## src/rtl/ext_pkg.sv

```systemverilog
// Shared encodings for the immediate/data extender.
package ext_pkg;

  typedef logic [2:0] ext_op_t;

  localparam ext_op_t EXT_SIGN  = 3'b000;
  localparam ext_op_t EXT_UPPER = 3'b001;
  localparam ext_op_t EXT_ZERO  = 3'b010;
  localparam ext_op_t EXT_BROFF = 3'b011;
  localparam ext_op_t EXT_BSIGN = 3'b100;
  localparam ext_op_t EXT_BZERO = 3'b101;

endpackage

```

## src/rtl/ext_core.sv

```systemverilog
// Combinational extension of an IN_W immediate to OUT_W bits.
// Unused encodings (110, 111) yield zero and are not treated as errors.
module ext_core #(
  parameter int IN_W  = 16,
  parameter int OUT_W = 32
) (
  input  logic [IN_W-1:0]  imm,
  input  logic [2:0]       ext_op,
  output logic [OUT_W-1:0] data
);
  import ext_pkg::*;

  logic [OUT_W-1:0] sext;

  // Select the extended form of imm according to ext_op.
  always_comb begin
    sext = {{(OUT_W-IN_W){imm[IN_W-1]}}, imm};
    data = '0;
    case (ext_op_t'(ext_op))
      EXT_SIGN:  data = sext;
      EXT_UPPER: data = {imm, {(OUT_W-IN_W){1'b0}}};
      EXT_ZERO:  data = {{(OUT_W-IN_W){1'b0}}, imm};
      EXT_BROFF: data = sext << 2;
      EXT_BSIGN: data = {{(OUT_W-8){imm[7]}}, imm[7:0]};
      EXT_BZERO: data = {{(OUT_W-8){1'b0}}, imm[7:0]};
      default:   data = '0;
    endcase
  end

endmodule

```

## src/rtl/ext_pipe.sv

```systemverilog
// Elastic pipelined extender: ext_core feeds DEPTH valid/data/tag stages.
//
// Handshake: a transfer on either side happens on the rising edge where
// valid && ready. Stage k advances when it is empty or stage k+1 advances;
// the last stage advances on out_ready. in_ready never looks at in_valid,
// and while a result is stalled (out_valid && !out_ready) it holds still.
// flush drops every in-flight item and the item offered on that edge.
module ext_pipe #(
  parameter int IN_W  = 16,
  parameter int OUT_W = 32,
  parameter int DEPTH = 2,
  parameter int TAG_W = 5
) (
  input  logic             clk,
  input  logic             reset,
  input  logic             flush,
  input  logic             in_valid,
  output logic             in_ready,
  input  logic [IN_W-1:0]  imm,
  input  logic [2:0]       ext_op,
  input  logic [TAG_W-1:0] in_tag,
  output logic             out_valid,
  input  logic             out_ready,
  output logic [OUT_W-1:0] out_data,
  output logic [TAG_W-1:0] out_tag
);
  import ext_pkg::*;

  logic [OUT_W-1:0] ext_data;
  logic [DEPTH-1:0] valid_w;
  logic [DEPTH-1:0] adv;
  logic [OUT_W-1:0] data_w [DEPTH];
  logic [TAG_W-1:0] tag_w  [DEPTH];

  ext_core #(.IN_W(IN_W), .OUT_W(OUT_W)) u_core (
    .imm    (imm),
    .ext_op (ext_op),
    .data   (ext_data)
  );

  for (genvar k = 0; k < DEPTH; k++) begin : g_stage
    logic             src_valid;
    logic [OUT_W-1:0] src_data;
    logic [TAG_W-1:0] src_tag;
    logic             valid_q;
    logic [OUT_W-1:0] data_q;
    logic [TAG_W-1:0] tag_q;

    if (k == 0) begin : g_head
      assign src_valid = in_valid;
      assign src_data  = ext_data;
      assign src_tag   = in_tag;
    end else begin : g_body
      assign src_valid = valid_w[k-1];
      assign src_data  = data_w[k-1];
      assign src_tag   = tag_w[k-1];
    end

    if (k == DEPTH-1) begin : g_last
      assign adv[k] = !valid_q || out_ready;
    end else begin : g_mid
      assign adv[k] = !valid_q || adv[k+1];
    end

    assign valid_w[k] = valid_q;
    assign data_w[k]  = data_q;
    assign tag_w[k]   = tag_q;

    // Stage register: take the upstream item when advancing; payload only
    // loads on a real item so an emptied stage keeps its last value.
    always_ff @(posedge clk or posedge reset) begin
      if (reset) begin
        valid_q <= 1'b0;
        data_q  <= '0;
        tag_q   <= '0;
      end else if (flush) begin
        valid_q <= 1'b0;
      end else if (adv[k]) begin
        valid_q <= src_valid;
        if (src_valid) begin
          data_q <= src_data;
          tag_q  <= src_tag;
        end
      end
    end
  end

  // During flush the offered input is swallowed, so ready is reported high.
  assign in_ready  = flush || adv[0];
  assign out_valid = valid_w[DEPTH-1];
  assign out_data  = data_w[DEPTH-1];
  assign out_tag   = tag_w[DEPTH-1];

endmodule
```

## config.mk

```make
export PLATFORM = sky130hd
export DESIGN_NAME = ext_pipe
export DESIGN_NICKNAME = d
export VERILOG_FILES = /design/src/rtl/ext_pkg.sv /design/src/rtl/ext_core.sv /design/src/rtl/ext_pipe.sv
export SDC_FILE = /design/constraint.sdc
export NUM_CORES = 1
export LEC_CHECK = 0
export BUFFER_PORTS_ARGS = -buffer_cell sky130_fd_sc_hd__buf_2
export CAP_MARGIN = 20
export CORE_MARGIN = 5
export CORE_UTILIZATION = 49
export DETAILED_ROUTE_END_ITERATION = 16
export PLACE_DENSITY_LB_ADDON = 0.08
export SYNTH_ARGS = -nofsm -noshare
export SYNTH_HDL_FRONTEND = slang
export SYNTH_SLANG_ARGS = --single-unit
```

## constraint.sdc

```tcl
create_clock -name clk -period 1.9 [get_ports clk]
set_input_delay 0.095 -clock clk [delete_from_list [all_inputs] [get_ports clk]]
set_output_delay 0.095 -clock clk [all_outputs]
set_load 0.02 [all_outputs]
```

; ---- After elaboration in Yosys (flattened, before gate mapping)
; Index checks and enable logic that the tools add are counted.
[totals]
register_bits = 76
output_inout_bits = 39
[classes]
eq_ne = 5
n_mux = 5
bitwise_logic = 1
reduce_logical = 10
[op_table]
columns = cell, count
row1 = $pmux W32 S6, 1
row2 = $eq A3 B2 Y1 const B, 2
row3 = $eq A3 B3 Y1 const B, 2
row4 = $reduce_and A3 Y1, 2
row5 = $mux W1, 4
row6 = $reduce_bool A2 Y1, 2
row7 = $eq A3 B1 Y1 const B, 1
row8 = $logic_not A3 Y1, 1
row9 = $logic_or A1 B1 Y1, 3
row10 = $logic_not A1 Y1, 2
row11 = $not A1 Y1, 1

; ---- Longest topological paths before layout
[depth]
word_depth = 5
ltp_mapped = 6
mapped_depth_nobuf = 4

; ---- By module
; Synthesis repeated with hierarchy kept, for this count alone.
[hier_totals]
hier_cells = 265
hier_area_um2 = 3538.4
[modules_own_cells]
columns = mod, instances, cells_each, area_each_um2
row1 = ext_pipe, 1, 166, 3016.6
row2 = ext_core, 1, 99, 521.8

; ---- Worst setup path after synthesis
; OpenSTA, ideal clock, no wires.
[synth_path]
path_kind = register to register
startpoint = register g_stage[1].valid_q, in the netlist out_valid
endpoint = register g_stage[1].data_q[10], in the netlist out_data[10]
setup_time_ns = 0.125
arrival_ns = 1.421
t_required_ns = 1.775
path_slack_ns = 0.354
stages_incl_launch_ff = 6
path_buffers = 2
path_cell_list = dfrtp_1 -> nor2b_2 -> nor3b_2 -> buf_6 -> buf_6 -> mux2_2
[synth_via]
elab_chain_cells = 3
[synth_rtl]
columns = item, line
row1 = "start, declared", ext_pipe.sv:45  ; logic valid_q;
row2 = "start signal, assigned", ext_pipe.sv:79  ; valid_q <= src_valid;
row3 = $logic_not A1 Y1, ext_pipe.sv:60  ; assign adv[k] = !valid_q || out_ready;
row4 = $logic_or A1 B1 Y1, ext_pipe.sv:60
row5 = $reduce_and A3 Y1 (no line), -
row6 = "end signal, assigned", ext_pipe.sv:81  ; data_q <= src_data;
row7 = "end, declared", ext_pipe.sv:46  ; logic [OUT_W-1:0] data_q;
; Every way passes these cells.
; A chain may end at the register's enable or synchronous reset.

; ---- Worst setup path in the final report
[layout_path]
startpoint = input flush
endpoint = register g_stage[0].tag_q[0]
[layout_via]
elab_chain_cells = 2
[layout_rtl]
columns = item, line
row1 = "start, declared", ext_pipe.sv:16  ; input logic flush,
row2 = $not A1 Y1 (no line), -
row3 = $reduce_and A3 Y1 (no line), -
row4 = "end signal, assigned", ext_pipe.sv:82  ; tag_q <= src_tag;
row5 = "end, declared", ext_pipe.sv:47  ; logic [TAG_W-1:0] tag_q;
; Every way passes these cells.

==> results.py <==
metrics = {
    "floorplanning": {
        "initial_core_util_pct": 50.2,
        "die_h_um": 93.4,
        "io_pins": 68,
        "dieArea_sq_um": 8720,
        "fp.dieW_um": 93.4,
        "core_area_sq_um": 6790,
        "fp-row-count": 30,
    },
    "critical_path": {
        "cp-start-kind": "input pin",
        "worstSetupPathType": "input pin to flop",
        "crit_required_ns": 2.13,
        "cpMaxStageDelayCell": "dlygate4sd3_1",
        "end_kind": "flop",
        "crit_arrival_ns": 1.80,
        "critPathTopFamily": "buffers and inverters",
        "path_max_fanout": 68,
        "path_cells": "dlygate4sd3_1, buf_2, nand2b_1, a21oi_4, buf_12, mux2_2",
        "crit_start": "flush",
        "slowest_delay_ns": 0.53,
        "critical_path_buf_inv_count": 3,
        "r2r_start": "out_valid",
    },
    "sta": {
        "finalHoldViolCount": 0,
        "fin_skew_ns": 0.00699,
        "slew_viol_final": 0,
        "grt_setup_unrepaired": "false",
        "tns_ns": 0,
        "setup-violations-final": 0,
        "relSlewSlack_pct": 70.6,
        "min_period_over_period_pct": 82.6,
        "tightest_slew_ns": 0.441,
        "period_minus_slack_ns": 1.57,
        "timing.fmax_ghz": 0.637,
    },
    "status": {
        "status": "completed",
    },
    "synthesis": {
        "synthXorXnorAreaFrac_pct": 0.257,
        "synth-edff-count": 0,
        "ys_warn_count": 0,
        "yosys.area_share.simple_pct": 8.00,
        "synth-main-ff-cell": "dfrtp_1",
        "netlist_instances": 286,
        "syn-num-nets": 315,
        "synth_top_family_by_area": "compound AO/OA/AOI/OAI gates",
        "synth-seq-area-share_pct": 55.8,
        "ys_seq_elements": 76,
        "synthArstFlopShare_pct": 100,
        "synth.avg_cell_area_sq_um": 11.9,
        "synth_adder_area_share_pct": 0,
        "synthMuxAreaShare_pct": 14.5,
        "synthesis.area_sq_um": 3410,
        "synthDistinctLibCells": 33,
        "synth_compound_area_share_pct": 16.0,
    },
    "run": {
        "cap_violations": 0,
    },
    "layout": {
        "fin_cells": 455,
        "syn2layout_area_growth_pct": 19.8,
        "final_cell_mix": "76 x dfrtp_1, 67 x buf_2, 47 x a21oi_1",
        "nNetsFinal": 383,
        "finalInstanceArea_sq_um": 4080,
        "drive_gt1_share_pct": 38.4,
        "final_common_cell": "dfrtp_1",
        "diodes": 0,
    },
    "cts": {
        "clockBufferDepth": 2,
        "path_clk_slew_ns": 0.08,
        "cts_resized": 0,
        "cts_htree_levels": 3,
        "post-cts-setup-buffers": 0,
        "insertion_delay_ns": 0.34,
        "root_buffer": "clkbuf_8",
        "clkSinkCount": 76,
        "cts_tree": "done",
        "cts_buffers": 9,
    },
    "route": {
        "wl_met3_um": 338,
        "met1_length_um": 3240,
        "dr.pass1.iters": 4,
        "dr.max_layer_used": "met4",
        "dr_total_vias": 2306,
        "route.met2.wl_um": 3030,
        "remaining_drc_errors": 0,
        "drt_iter0_markers": 140,
        "routed_wl_um": 6750,
        "final_antenna_net_count": 0,
        "post_drt_via_cell_ratio": 5.07,
        "wl_per_cell_um": 14.8,
    },
    "global_route": {
        "grt_use_total_pct": 16.8,
        "gr-total-overflow": 0,
        "grt_pass1_wl_um": 11500,
        "grt_pass1_vias": 2334,
        "grt_max_degree": 69,
        "grt_antenna_before_repair": 0,
    },
    "power_and_ir_drop": {
        "cellPowerDensity_nw_per_um2": 1130,
        "irDropWorstVdd_uv": 533,
        "p_leak_nw": 1.78,
    },
    "place": {
        "place_area_sq_um": 3790,
        "place_hpwl_um": 4520,
        "port_buffers": 67,
        "gp_congestion": 0.755,
        "dpl.cell_count": 432,
    },
    "min_path": {
        "hp-class": "input pin to flop",
        "holdCritStartpoint": "imm[1]",
    },
}
## metrics by stage
step	hold slack (ns)	total power, mW	util, %	setup WS (ns)
CTS	0.0162	4.68	60.1	0.360
floorplan	0.161	2.92	-	0.354
detailed placement	0.0392	3.30	55.8	0.377
global placement	0.0335	3.27	55.8	0.404
global route	0.0250	4.89	60.1	0.279
finish	0.0287	4.61	60.1	0.330
## sequential cells by signal, summed over array words and instances, names as in the netlist
name and flops:
out_tag 5, out_valid 1, g_stage.tag_q 5, out_data 32
g_stage.valid_q 1, g_stage.data_q 32
## synthesized netlist by cell type, types with 2 or more instances
library cell | n | share of area, %
o21a_1 | 13 | 2.9
mux2_2 | 43 | 14
a21oi_1 | 47 | 6.9
or2_1 | 2 | 0.37
buf_2 | 5 | 0.73
nand3b_1 | 2 | 0.44
nor3b_1 | 2 | 0.44
inv_1 | 5 | 0.55
nand2_1 | 3 | 0.33
buf_6 | 6 | 2.0
clkbuf_1 | 2 | 0.22
nor2_1 | 18 | 2.0
o21ai_0 | 7 | 1.0
buf_4 | 9 | 2.0
nand3_1 | 5 | 0.73
dfrtp_1 | 76 | 56
o211ai_1 | 13 | 2.9
a22oi_1 | 3 | 0.66
nand2b_1 | 11 | 2.0
## final cells by class
type | count | area, sq um
fill | 582 | 2710
sequential | 76 | 1900
multi-input combinational | 183 | 1330
timing repair buffer | 79 | 480
clock buffer | 9 | 124
tap | 96 | 120
clock inverter | 7 | 101
inverter | 5 | 22.5
## routing by layer
| metal | vias up | GRT usage (%) |
|---|---|---|
| met5 | - | 0 |
| met1 | 1095 | 24.5 |
| met4 | 0 | 6.84 |
| met2 | 45 | 24.2 |
| li1 | 1155 | - |
| met3 | 11 | 3.78 |
## power by group
| group | internal (mW) | switching, mW |
|---|---|---|
| Sequential | 1.96 | 0.163 |
| Combinational | 0.492 | 0.641 |
| Clock | 0.745 | 0.607 |
| Total | 3.20 | 1.41 |
## cell families after synthesis
logic type | Yosys count
xor gates and xnor gates | 1
buffers and inverters | 27
AOI/OAI and AO/OA | 89
muxes | 44
and+or+nand+nor | 49
DFF | 76
## timing repair
item                                    in CTS  in global routing
hold buffers                                 7                  0
endpoints found under the setup margin       0                  0
hold endpoints to repair                    50                  0
## final timing paths
path / to / slack [ns] / cells past startpoint
worst max-delay path: g_stage[0].tag_q[0] / 0.33 / 6
worst min-delay path: g_stage[0].data_q[1] / 0.03 / 3
worst max register to register: out_data[17] / 0.36 / 4
worst min register to register: g_stage[0].data_q[19] / 0.49 / 1
max in group asynchronous: out_data[24] / 1.02 / 4
min in group asynchronous: out_data[6] / 0.22 / 3
## worst reg2reg max path, delay by kind of cell (launching register included)
kind / cells / cell delay (ns)
and+or+nand+nor: 2 / 0.42
muxes: 1 / 0.41
DFF: 1 / 0.37
buffers and inverters: 1 / 0.23
Power figures use the tool's default switching activity.
